## src/rtl/onehot_encode_pipe.sv

```systemverilog
// One-hot to binary encoder with a single valid/ready output register stage.
// Non-one-hot words are flagged, counted in a saturating error counter and
// latched in a sticky flag; both can be cleared with clr_err.
module onehot_encode_pipe #(
  parameter int unsigned ERR_CNT_W = 8
) (
  input  logic                 clk,
  input  logic                 rst,
  input  logic                 in_valid,
  output logic                 in_ready,
  input  logic [7:0]           in_onehot,
  output logic                 out_valid,
  input  logic                 out_ready,
  output logic [2:0]           out_sel,
  output logic                 out_err,
  output logic [ERR_CNT_W-1:0] err_count,
  output logic                 err_sticky,
  input  logic                 clr_err
);

  logic                 accept;
  logic [2:0]           enc_sel;
  logic                 enc_found;
  logic                 enc_err;
  logic [ERR_CNT_W-1:0] cnt_base;
  logic [ERR_CNT_W-1:0] cnt_next;
  logic                 sticky_next;

  assign in_ready = !rst && (!out_valid || out_ready);
  assign accept   = in_valid && in_ready;

  // Encode: index of lowest set bit; error unless exactly one bit is set.
  always_comb begin
    enc_sel   = '0;
    enc_found = 1'b0;
    for (int unsigned i = 0; i < 8; i++) begin
      if (in_onehot[i] && !enc_found) begin
        enc_sel   = 3'(i);
        enc_found = 1'b1;
      end
    end
    enc_err = !((in_onehot != '0) && ((in_onehot & (in_onehot - 8'd1)) == '0));
  end

  // Output register: load on accept, drop valid on emit without accept.
  always_ff @(posedge clk) begin
    if (rst) begin
      out_valid <= 1'b0;
      out_sel   <= '0;
      out_err   <= 1'b0;
    end else if (accept) begin
      out_valid <= 1'b1;
      out_sel   <= enc_sel;
      out_err   <= enc_err;
    end else if (out_ready) begin
      out_valid <= 1'b0;
    end
  end

  // Error bookkeeping: clear is applied first so a coincident error counts as 1.
  always_comb begin
    cnt_base    = clr_err ? '0 : err_count;
    cnt_next    = cnt_base;
    sticky_next = clr_err ? 1'b0 : err_sticky;
    if (accept && enc_err) begin
      sticky_next = 1'b1;
      if (cnt_base != '1) begin
        cnt_next = cnt_base + ERR_CNT_W'(1);
      end
    end
  end

  // Error counter and sticky flag registers.
  always_ff @(posedge clk) begin
    if (rst) begin
      err_count  <= '0;
      err_sticky <= 1'b0;
    end else begin
      err_count  <= cnt_next;
      err_sticky <= sticky_next;
    end
  end

endmodule

```

## config.mk

```make
export PLATFORM = sky130hd
export DESIGN_NAME = onehot_encode_pipe
export DESIGN_NICKNAME = d
export VERILOG_FILES = /design/src/rtl/onehot_encode_pipe.sv
export SDC_FILE = /design/constraint.sdc
export NUM_CORES = 1
export LEC_CHECK = 0
export BUFFER_PORTS_ARGS = -buffer_cell sky130_fd_sc_hd__buf_2
export CAP_MARGIN = 20
export CORE_UTILIZATION = 52
export CTS_BUF_LIST = sky130_fd_sc_hd__clkbuf_4 sky130_fd_sc_hd__clkbuf_8 sky130_fd_sc_hd__clkbuf_16
export CTS_CLUSTER_DIAMETER = 40
export DETAILED_ROUTE_END_ITERATION = 10
export HOLD_SLACK_MARGIN = 0.02
export PLACE_DENSITY = 0.78
export SETUP_SLACK_MARGIN = 0.05
export SLEW_MARGIN = 10
export SYNTH_ARGS = -nofsm -noshare
export SYNTH_HDL_FRONTEND = slang
export SYNTH_SLANG_ARGS = --single-unit
```

## constraint.sdc

```tcl
create_clock -name clk -period 3.6 [get_ports clk]
set_input_delay 0.9 -clock clk [delete_from_list [all_inputs] [get_ports clk]]
set_output_delay 0.9 -clock clk [all_outputs]
set_load 0.01 [all_outputs]
```

After elaboration in Yosys (flattened, before gate mapping)
Cells that the tools add are included.
{"block": "word_totals", "n_memories": 0, "word_cells": 56, "output_inout_bits": 15, "latchBits": 0, "mem_bits_rw": 0, "reg_bits": 14, "rom_bits": 0}
{"block": "op_classes", "n_addsub": 2, "eq_ne": 1, "n_reduce_logical": 26, "n_mul": 0, "bitwise_logic": 1, "shift": 0, "n_lt_le_gt_ge": 0, "mux": 21, "n_div": 0}
{"operator": "$mux 8", "count": 3}
{"operator": "$mux 3", "count": 6}
{"operator": "$mux 1", "count": 12}
{"operator": "$logic_and 1x1->1", "count": 11}
{"operator": "$logic_not 1->1", "count": 10}
{"operator": "$add 8x1->8 const B", "count": 1}
{"operator": "$and 8x8->8", "count": 1}
{"operator": "$logic_not 8->1", "count": 1}
{"operator": "$ne 8x8->1 const B", "count": 1}
{"operator": "$reduce_bool 8->1", "count": 1}
{"operator": "$sub 8x1->8 const B", "count": 1}
{"operator": "$reduce_bool 2->1", "count": 2}
{"operator": "$logic_or 1x1->1", "count": 1}

Longest topological paths before layout
Gate-level depths: netlist of run 1.
{"block": "depth", "word_depth": 22, "ltp_mapped": 7, "depth_no_buf": 7}

Least setup slack after synthesis of run 1
No wires, ideal clock.
{"block": "synth_timing", "kind": "input port to flip-flop", "start": "input rst", "end": "register err_count[4]", "arrival_time_ps": 2231, "n_path_buf": 2, "stages": 6, "required_time_ps": 3477, "path_slack_ps": 1246, "setup_ps": 123, "path_cell_list": "or3b_1 -> buf_6 -> o21bai_4 -> buf_6 -> nor4_1 -> mux2_1"}
{"block": "synth_between", "elab_chain_len": 5}
{"element": "start, declared", "line_no": "8", "source": "input logic rst,"}
{"element": "$logic_not 1->1", "line_no": "29", "source": "assign in_ready = !rst && (!out_valid || out_ready);"}
{"element": "$logic_and 1x1->1", "line_no": "29"}
{"element": "$logic_and 1x1->1", "line_no": "30", "source": "assign accept = in_valid && in_ready;"}
{"element": "$logic_and 1x1->1", "line_no": "65", "source": "if (accept && enc_err) begin"}
{"element": "$mux 8", "line_no": "65"}
{"element": "end signal, assigned", "line_no": "79", "source": "err_count <= cnt_next;"}
{"element": "end, declared", "line_no": "16", "source": "output logic [ERR_CNT_W-1:0] err_count,"}
Several ways; a longest one is shown, not always the timed one.
A chain may end at the register's enable or synchronous reset.

Worst setup path in the final report of run 1
{"block": "layout_timing", "start": "input in_onehot[2]", "end": "register err_count[7]"}
{"block": "layout_between", "elab_chain_len": 7, "elab_cells_between_ends": 8}
{"element": "start, declared", "line_no": "11", "source": "input logic [7:0] in_onehot,"}
{"element": "$sub 8x1->8", "line_no": "42", "source": "enc_err = !((in_onehot != '0) && ((in_onehot & (in_onehot - 8'd1)) == '0));"}
{"element": "$and 8x8->8", "line_no": "42"}
{"element": "$logic_not 8->1", "line_no": "42"}
{"element": "$logic_and 1x1->1 *", "line_no": "42"}
{"element": "$logic_not 1->1 *", "line_no": "42"}
{"element": "$logic_and 1x1->1 *", "line_no": "65"}
{"element": "$mux 8 *", "line_no": "65"}
Mark *: on every way between the ends. The rest lies on a longest branch, timed or not.

==> reports/qor.yml, run 1 <==
avgViaCountPerCell: 6.14
synthMuxAreaShare_pct: 1.32
grt_pass1_wl_um: 3100
rows: 14
reg2reg_depth: 5
finClkSkew_ns: 0.00172
status: "complete, no violations"
cts_tree: "done"
cts_setup_buffers: 0
numCtsBuffers: 3
worstReg2RegStart: "out_valid$_SDFFE_PP0P_"
synth_warnings: 0
yosysTopAreaCell: "dfxtp_1"
synth_xor_area_share_pct: 2.06
synthAdderAreaFrac_pct: 1.47
p_leak_uw: 0.000425
htreeDepth: 1
die_area_mm2: 0.00180
port_buffers: 27
grt_max_degree: 14
cts.path.max_buffers: 2
core_region_area_mm2: 0.00152
synth_top_area_share_pct: 32.9
critPathKind: "input pin to flop"
grt_use_total_pct: 22.7
fin_crit_ns: 2.40
vdd_drop_max_v: 0.000263
relSlewSlack_pct: 50.1
hp-class: "flop to flop"
dpl_worst_slack_ns: 0.895
detail-route-antenna-nets: 0
dieWidth_um: 42.5
grt_pass1_vias: 747
yosys-top-cells-area: "dfxtp_1 (33%), o31ai_1 (6.2%), nor2_1 (5.3%)"
drcViolationCount: 0
ys_top_cells_by_count: "dfxtp_1 (14), nor2_1 (12), nand2_1 (10)"
antenna_found_initial: 0
critPathRequiredTime_ns: 3.78
rsz0062_at_grt: "false"
ys_ff_latch: 14
wl_per_cell_um: 13.1
min_to: "out_err$_SDFFE_PP0P_"
start_kind: "input pin"
avgSynthCellArea_um2: 8.27
arrival_ns: 2.59
clk_pin_slew_ns: 0.09
cp-end-kind: "flop"
cts_resized: 0
setup_viol: 0
drtPass1Iterations: 4
worstPathMaxFanout: 13
wirelength_um: 1920
diodes: 0
ios: 28
drive_gt1_share_pct: 26.2
syn_area_um2: 852
synth_compound_area_share_pct: 23.5
root_buffer: "clkbuf_4"
synth-simple-area-share_pct: 33.5
synth_top_family_by_area: "simple AND/OR/NAND/NOR gates"
maxCapViolations: 0
synthArstFlopShare_pct: 0
yosys.cell_types.count: 33
die_y_um: 42.5
synth_edf_count: 0
worstHoldPathCells: 2
gp_congestion: 0.834
syn-num-nets: 117
area_delta_synth_final_pct: 18.9
layout.nets: 145
fin_tns_setup_ns: 0
worst_slack_ns: 1.20
gr-total-overflow: 0
synth_cells: 103
ys_seq_area_share_pct: 32.9
max_freq_mhz: 416
place_hpwl_um: 1460
ctsHoldBuffers: 0
reg2reg_to: "err_count[7]$_SDFF_PP0_"
synth_flop_cell: "dfxtp_1"
period_share_pct: 66.7
start_util_pct: 55.9
cts_sinks: 14
vias: 897
hold_start: "out_err$_SDFFE_PP0P_"
reg2reg_setup_slack_ns: 1.64
drt-initial-drc-count: 13
insertion_delay_ns: 0.29
slew_violations: 0
synth_most_common_cell: "dfxtp_1"
tightest_slew_ns: 0.746
hold_viol_final: 0
pwr_density_cell_mw_per_mm2: 323
[cell families after synthesis]
group | after synthesis
AND/OR/NAND/NOR | 51
AO/OA/AOI/OAI | 26
adder cells (fa/ha/maj) | 1
XOR/XNOR | 2
buffers and inverters | 8
multiplexers | 1
flip-flops | 14
[layer usage]
layer / part of all wire, % / vias up / GRT usage [%] / wire, um
li1: - / 439 / - / -
met1: 46 / 407 / 30.7 / 875
met2: 45 / 42 / 34.2 / 868
met3: 5.6 / 9 / 3.02 / 107
met4: 3.4 / 0 / 13.8 / 66
met5: 0 / - / 0 / 0
[cell type report]
| cell class | count | area (um^2) |
|---|---|---|
| Clock buffer | 4 | 36.3 |
| Fill cell | 145 | 510 |
| Inverter | 4 | 15.0 |
| Multi-Input combinational cell | 81 | 527 |
| Sequential cell | 14 | 280 |
| Tap cell | 16 | 20.0 |
| Timing Repair Buffer | 27 | 135 |
[placed cells by master (no fill, tap or decap), types with 2 or more instances in the layout]
cell,Yosys,final
and4b_1,2,2
inv_1,4,4
o31ai_1,7,7
nor4_1,2,2
a221oi_1,2,2
o311ai_1,2,2
nor2b_1,6,6
xor2_1,2,2
buf_2,0,27
nand2_1,10,10
o21ai_0,3,3
a21oi_1,5,5
o311a_1,2,2
nor2_1,12,12
dfxtp_1,14,14
nor4b_1,2,2
or4_1,2,2
clkbuf_4,0,3
nand3_1,7,7
nand4_1,2,2
[state kept, by name (all words and copies together), names as in the netlist]
register and count:
out_sel 3, out_valid 1, out_err 1, err_sticky 1
err_count 8
[stage by stage]
step           power, uW  hold slack [ns]  utilization (%)  instance area, um^2  instances
6_report             328            0.473             66.5                 1010        146
5_1_grt              342            0.480             66.5                 1010        146
3_5_place_dp         215            0.455             64.1                  977        142
2_1_floorplan        196            0.481                -                  852        103
4_1_cts              332            0.469             66.5                 1010        146
3_3_place_gp         213            0.444             64.1                  977        142
[worst max-delay path, stage by stage]
cell      delay (ns)
buf_2           0.10
and2b_1         0.19
a221oi_1        0.52
o21bai_4        0.19
or2_1           0.32
o311a_1         0.37
[power by group]
part	switching, uW	internal, uW
Sequential	2.70	159
Clock	54.2	61.7
Combinational	29.0	20.7
Total	85.9	242
[worst max path at each step]
stage | from | cells past startpoint | to | slack [ns]
after floorplan | rst | 6 | err_count[4]$_SDFF_PP0_ | 1.25
after global placement | rst | 5 | err_count[7]$_SDFF_PP0_ | 0.96
after detailed placement | in_onehot[2] | 6 | err_count[7]$_SDFF_PP0_ | 0.89
after CTS | in_onehot[2] | 6 | err_count[7]$_SDFF_PP0_ | 1.21
after global routing | in_onehot[5] | 6 | err_count[4]$_SDFF_PP0_ | 1.12
final | in_onehot[2] | 6 | err_count[7]$_SDFF_PP0_ | 1.20
Note: power is estimated with default switching activity, not from simulation.
==> run 2: changes to the inputs <==
--- a/config.mk
+++ b/config.mk
@@ -5,6 +5,7 @@
 export SDC_FILE = /design/constraint.sdc
 export NUM_CORES = 1
 export LEC_CHECK = 0
+export ABC_AREA = 1
 export BUFFER_PORTS_ARGS = -buffer_cell sky130_fd_sc_hd__buf_2
 export CAP_MARGIN = 20
 export CORE_UTILIZATION = 52
@@ -12,7 +13,7 @@
 export CTS_CLUSTER_DIAMETER = 40
 export DETAILED_ROUTE_END_ITERATION = 10
 export HOLD_SLACK_MARGIN = 0.02
-export PLACE_DENSITY = 0.78
+export PLACE_DENSITY = 0.75
 export SETUP_SLACK_MARGIN = 0.05
 export SLEW_MARGIN = 10
 export SYNTH_ARGS = -nofsm -noshare
==> constraint.sdc (replaced) <==
create_clock -name clk -period 2.4 [get_ports clk]
set_input_delay 0.6 -clock clk [delete_from_list [all_inputs] [get_ports clk]]
set_output_delay 0.6 -clock clk [all_outputs]
set_load 0.01 [all_outputs]
==> reports/qor.yml, run 2 <==
antenna_found_initial: 0
ys_seq_area_share_pct: 26.1
fin_tns_setup_ns: 0
synth_most_common_cell: "nand2_1"
numCtsBuffers: 3
syn_area_mm2: 0.00107
reg_top3: "err_count: 8 flops, out_sel: 3 flops"
vdd_drop_max_v: 0.000219
port_buffers: 27
die_area_mm2: 0.00225
cts_resized: 0
hold_viol_final: 0
layout.nets: 202
reg2reg_to: "err_count[1]$_SDFF_PP0_"
htreeDepth: 1
worstReg2RegStart: "err_count[0]$_SDFF_PP0_"
synth_edf_count: 0
diodes: 0
wl_per_cell_um: 11.3
avgViaCountPerCell: 5.20
gp_congestion: 0.877
core_region_area_mm2: 0.00194
layout_commonest_cell: "nand2_1"
grt_pass1_wl_um: 3620
ys_top_cells_by_count: "nand2_1 (29), nand3_1 (24), inv_1 (20), nor2_1 (20), dfxtp_1 (14)"
ys_ff_latch: 14
rsz0062_at_grt: "false"
insertion_delay_ns: 0.28
setup_viol: 0
avgSynthCellArea_um2: 6.79
cts_sinks: 14
tightest_slew_ns: 0.373
pwr_density_cell_mw_per_mm2: 386
maxCapViolations: 0
relSlewSlack_pct: 75.1
max_freq_mhz: 567
placed_area_mm2: 0.00123
area_delta_synth_final_pct: 16.5
detail-route-antenna-nets: 0
ios: 28
fin_crit_ns: 1.76
critPathKind: "input pin to output port"
synth_flop_cell: "dfxtp_1"
clk_pin_slew_ns: 0.08
period_share_pct: 73.4
cts_setup_buffers: 0
synth_cells: 158
drive_gt1_share_pct: 34.4
p_leak_uw: 0.000586
largest_reg_flops: 8
finClkSkew_ns: 0.00340
synth_top_area_share_pct: 26.1
start_util_pct: 55.2
synth_warnings: 0
vias: 1108
grt_pass1_vias: 878
root_buffer: "clkbuf_4"
grt_max_degree: 14
slew_violations: 0
yosys.cell_types.count: 26
place_hpwl_um: 1830
wirelength_um: 2420
reg2reg_setup_slack_ns: 0.77
start_kind: "input pin"
syn-num-nets: 172
yosys-top-cells-area: "dfxtp_1 (26%), nand3_1 (11%), nand2_1 (10%)"
worstHoldPathCells: 2
final_cell_mix: "nand2_1 (29), buf_2 (27), nand3_1 (24)"
arrival_ns: 1.16
drt-initial-drc-count: 36
largest-register: "err_count"
worstSetupStartpoint: "out_ready"
ctsHoldBuffers: 0
grt_use_total_pct: 22.9
gr-total-overflow: 0
hold_start: "out_sel[0]$_SDFFE_PP0P_"
cts.path.max_buffers: 2
rows: 16
critPathRequiredTime_ns: 1.80
cp-end-kind: "output port"
yosysTopAreaCell: "dfxtp_1"
worstPathMaxFanout: 3
drtPass1Iterations: 4
cts_tree: "done"
dieWidth_um: 47.4
fin_area_mm2: 0.00125
status: "complete, no violations"
reg2reg_depth: 10
die_y_um: 47.4
drcViolationCount: 0
min_to: "out_sel[0]$_SDFFE_PP0P_"
hp-class: "flop to flop"
synthArstFlopShare_pct: 0
==> run 2: changes by cell type after synthesis, sizes merged, moves of 7 or more <==
cell / previous run / this run
nor2b: 7 / 0
o31ai: 7 / 0
inv: 4 / 23
nand2: 10 / 42
nand3: 7 / 26
nor2: 12 / 25
==> run 2: power by group <==
| group | internal, uW | total (uW) | switching (uW) |
|---|---|---|---|
| combinational | 36.3 | 102 | 66.1 |
| clock | 58.1 | 134 | 75.4 |
| sequential | 241 | 246 | 4.81 |
| total | 336 | 482 | 146 |
==> run 2: cells by family after synthesis <==
| family | share of synthesized area [%] |
|---|---|
| compound gates | 13.4 |
| fa+ha+maj | 1.17 |
| buf+inv | 9.80 |
| flops | 26.1 |
| simple gates | 49.5 |
==> run 2: final cells by class <==
cell class | instances | area, um^2
repair buffers | 27 | 135
flip-flops and latches | 14 | 280
fillers | 203 | 693
multi-input cells | 118 | 687
inverters | 24 | 90.1
clock buffers | 3 | 22.5
well taps | 27 | 33.8
==> run 2: critical path: stages <==
cell and delay [ns]:
buf_2 0.10, nor2_1 0.26, nor2_1 0.06, buf_2 0.15
==> run 2: stage by stage <==
stage          utilization, %  total power [uW]  setup slack, ns  cells  hold slack, ns
5_1_grt                  64.3               504            0.506    213           0.528
3_3_place_gp             63.1               351            0.422    210           0.455
6_report                 64.3               482            0.637    213           0.472
4_1_cts                  64.3               483            0.628    213           0.478
3_5_place_dp             63.1               354            0.356    210           0.465
2_1_floorplan               -               318            0.566    158           0.490
==> run 2: how the worst max path moves through the flow <==
stage | to | slack (ns) | cells after the start
floorplan | err_count[1]$_SDFF_PP0_ | 0.57 | 10
global placement | err_count[1]$_SDFF_PP0_ | 0.42 | 10
global route | err_count[1]$_SDFF_PP0_ | 0.51 | 10
CTS | in_ready | 0.63 | 4
detailed placement | err_count[1]$_SDFF_PP0_ | 0.36 | 10
finish | in_ready | 0.64 | 4
==> run 2: routing by layer <==
layer	vias to the layer above	track usage (%)	part of all wire, %
met5	-	0	0
met4	0	6.86	1.0
met3	4	3.40	5.5
met2	35	36.7	47
met1	506	31.8	47
li1	563	-	-
==> run 3: changes to the inputs <==
--- a/config.mk
+++ b/config.mk
@@ -8,12 +8,12 @@
 export ABC_AREA = 1
 export BUFFER_PORTS_ARGS = -buffer_cell sky130_fd_sc_hd__buf_2
 export CAP_MARGIN = 20
-export CORE_UTILIZATION = 52
+export CORE_UTILIZATION = 47
 export CTS_BUF_LIST = sky130_fd_sc_hd__clkbuf_4 sky130_fd_sc_hd__clkbuf_8 sky130_fd_sc_hd__clkbuf_16
 export CTS_CLUSTER_DIAMETER = 40
 export DETAILED_ROUTE_END_ITERATION = 10
 export HOLD_SLACK_MARGIN = 0.02
-export PLACE_DENSITY = 0.75
+export PLACE_DENSITY = 0.71
 export SETUP_SLACK_MARGIN = 0.05
 export SLEW_MARGIN = 10
 export SYNTH_ARGS = -nofsm -noshare
==> constraint.sdc (replaced) <==
create_clock -name clk -period 1.6 [get_ports clk]
set_input_delay 0.4 -clock clk [delete_from_list [all_inputs] [get_ports clk]]
set_output_delay 0.4 -clock clk [all_outputs]
set_load 0.01 [all_outputs]
==> reports/qor.yml, run 3 (synthesis gave the netlist of run 2 again) <==
period_share_pct: 91.8
numCtsBuffers: 3
port_buffers: 27
cpMostUsedCell: "nor2_4"
ios: 28
place_hpwl_um: 1980
relSlewSlack_pct: 78.0
fin_crit_ns: 1.47
grt_use_met1_pct: 28.7
antenna_found_initial: 0
die_area_mm2: 0.00248
cts_sinks: 14
cp_num_buf_inv: 1
max_stage_delay_ns: 0.36
max_freq_mhz: 681
rows: 16
root_buffer: "clkbuf_4"
rsz0062_at_grt: "true"
layout_commonest_cell: "nand2_1"
status: "complete, no violations"
grt_max_degree: 13
slew_violations: 0
core_region_area_mm2: 0.00206
vdd_drop_max_v: 0.000713
drive_gt1_share_pct: 38.9
drtPass1Iterations: 4
maxCapViolations: 0
top_usage_layer: "met2"
start_kind: "flop"
p_total_uw: 813
fin_tns_setup_ns: 0
reg_top3: "err_count: 8 flops, out_sel: 3 flops"
clk_pin_slew_ns: 0.09
fin_hold_ws_ns: 0.381
grt_pass1_vias: 1060
grt_use_total_pct: 23.2
met3_usage_pct: 5.86
cp-end-kind: "flop"
hp-class: "input pin to flop"
detail-route-antenna-nets: 0
grtUsageMet2_pct: 40.3
diodes: 0
die_y_um: 49.8
layout.nets: 208
final_cell_mix: "nand2_1 (29), buf_2 (27), nand3_1 (24)"
cts.path.max_buffers: 2
htreeDepth: 1
largest-register: "err_count"
wirelength_um: 2650
gp_congestion: 0.860
vias: 1154
insertion_delay_ns: 0.30
pwr_density_cell_mw_per_mm2: 610
start_util_pct: 52.0
crit_family: "simple AND/OR/NAND/NOR gates"
drt-initial-drc-count: 54
arrival_ns: 1.71
path_cells: "inv_1 > nor2_4 > ha_4 > nand3_4 > nor2_4 > nand2_4 > nand3_1 > nand2_2 > a21oi_2"
setup_viol: 0
gr-total-overflow: 0
critPathKind: "flop to flop"
hold_viol_final: 0
drcViolationCount: 0
critPathSlowestCell: "dfxtp_1"
wl_per_cell_um: 12.0
critPathRequiredTime_ns: 1.84
cts_tree: "done"
area_delta_synth_final_pct: 24.2
avgViaCountPerCell: 5.25
tightest_slew_ns: 0.328
worstPathMaxFanout: 8
largest_reg_flops: 8
dieWidth_um: 49.8
p_leak_uw: 0.000621
finClkSkew_ns: 0.00394
grt_pass1_wl_um: 4420
-- run 3: changes by cell type in the layout (fill, tap and decap cells not counted) --
cell | previous run | this run
nor2_1 | 20 | 18
dfxtp_2 | 0 | 1
nor2_4 | 4 | 5
clkbuf_8 | 0 | 1
nor2_2 | 1 | 2
buf_4 | 0 | 6
ha_4 | 0 | 1
dfxtp_1 | 14 | 13
ha_1 | 1 | 0
-- run 3: metrics by stage --
stage / std cells / util (%) / worst slack [ns] / instance area, um^2
final: 220 / 64.6 / 0.131 / 1330
after global routing: 220 / 64.6 / 0.0361 / 1330
after CTS: 219 / 63.5 / 0.0674 / 1310
after detailed placement: 215 / 61.8 / -0.0311 / 1270
after global placement: 215 / 61.8 / 0.0103 / 1270
after floorplan: 158 / - / 0.0725 / 1080
-- run 3: final timing paths --
| path | startpoint | to | slack (ns) | cells past startpoint |
|---|---|---|---|---|
| max | err_count[1]$_SDFF_PP0_ | err_count[5]$_SDFF_PP0_ | 0.13 | 9 |
| min | in_valid | out_valid$_SDFFE_PP0P_ | 0.38 | 3 |
| max reg2reg | err_count[1]$_SDFF_PP0_ | err_count[5]$_SDFF_PP0_ | 0.13 | 9 |
| min reg2reg | out_sel[0]$_SDFFE_PP0P_ | out_sel[0]$_SDFFE_PP0P_ | 0.48 | 2 |
-- run 3: area by class of cell --
cell class	count	area (um^2)
repair buffers	33	180
multi-input cells	118	709
fillers	201	731
flip-flops and latches	14	282
well taps	27	33.8
inverters	24	90.1
clock buffers	4	36.3
-- run 3: per-layer routing --
metal  routed length [um]  vias up  share of wire [%]
met1                 1170      522                 44
met5                    0        -                  0
met2                 1250       46                 47
met3                  199        8                7.5
met4                   34        0                1.3
li1                     -      578                  -
-- run 3: repair_timing --
| action | in CTS | in global routing |
|---|---|---|
| setup buffers | 0 | 1 |
| endpoints found under the setup margin | 0 | 9 |
| resized for setup | 0 | 3 |
| hold buffers | 0 | 0 |
-- run 3: power breakdown --
part           internal [uW]  switching (uW)
Sequential               363            7.53
Clock                    139             135
Combinational           63.0             105
-- run 3: worst min-delay path: stages --
cell	delay, ns
buf_2	0.09
nor2_1	0.05
nor2_1	0.10
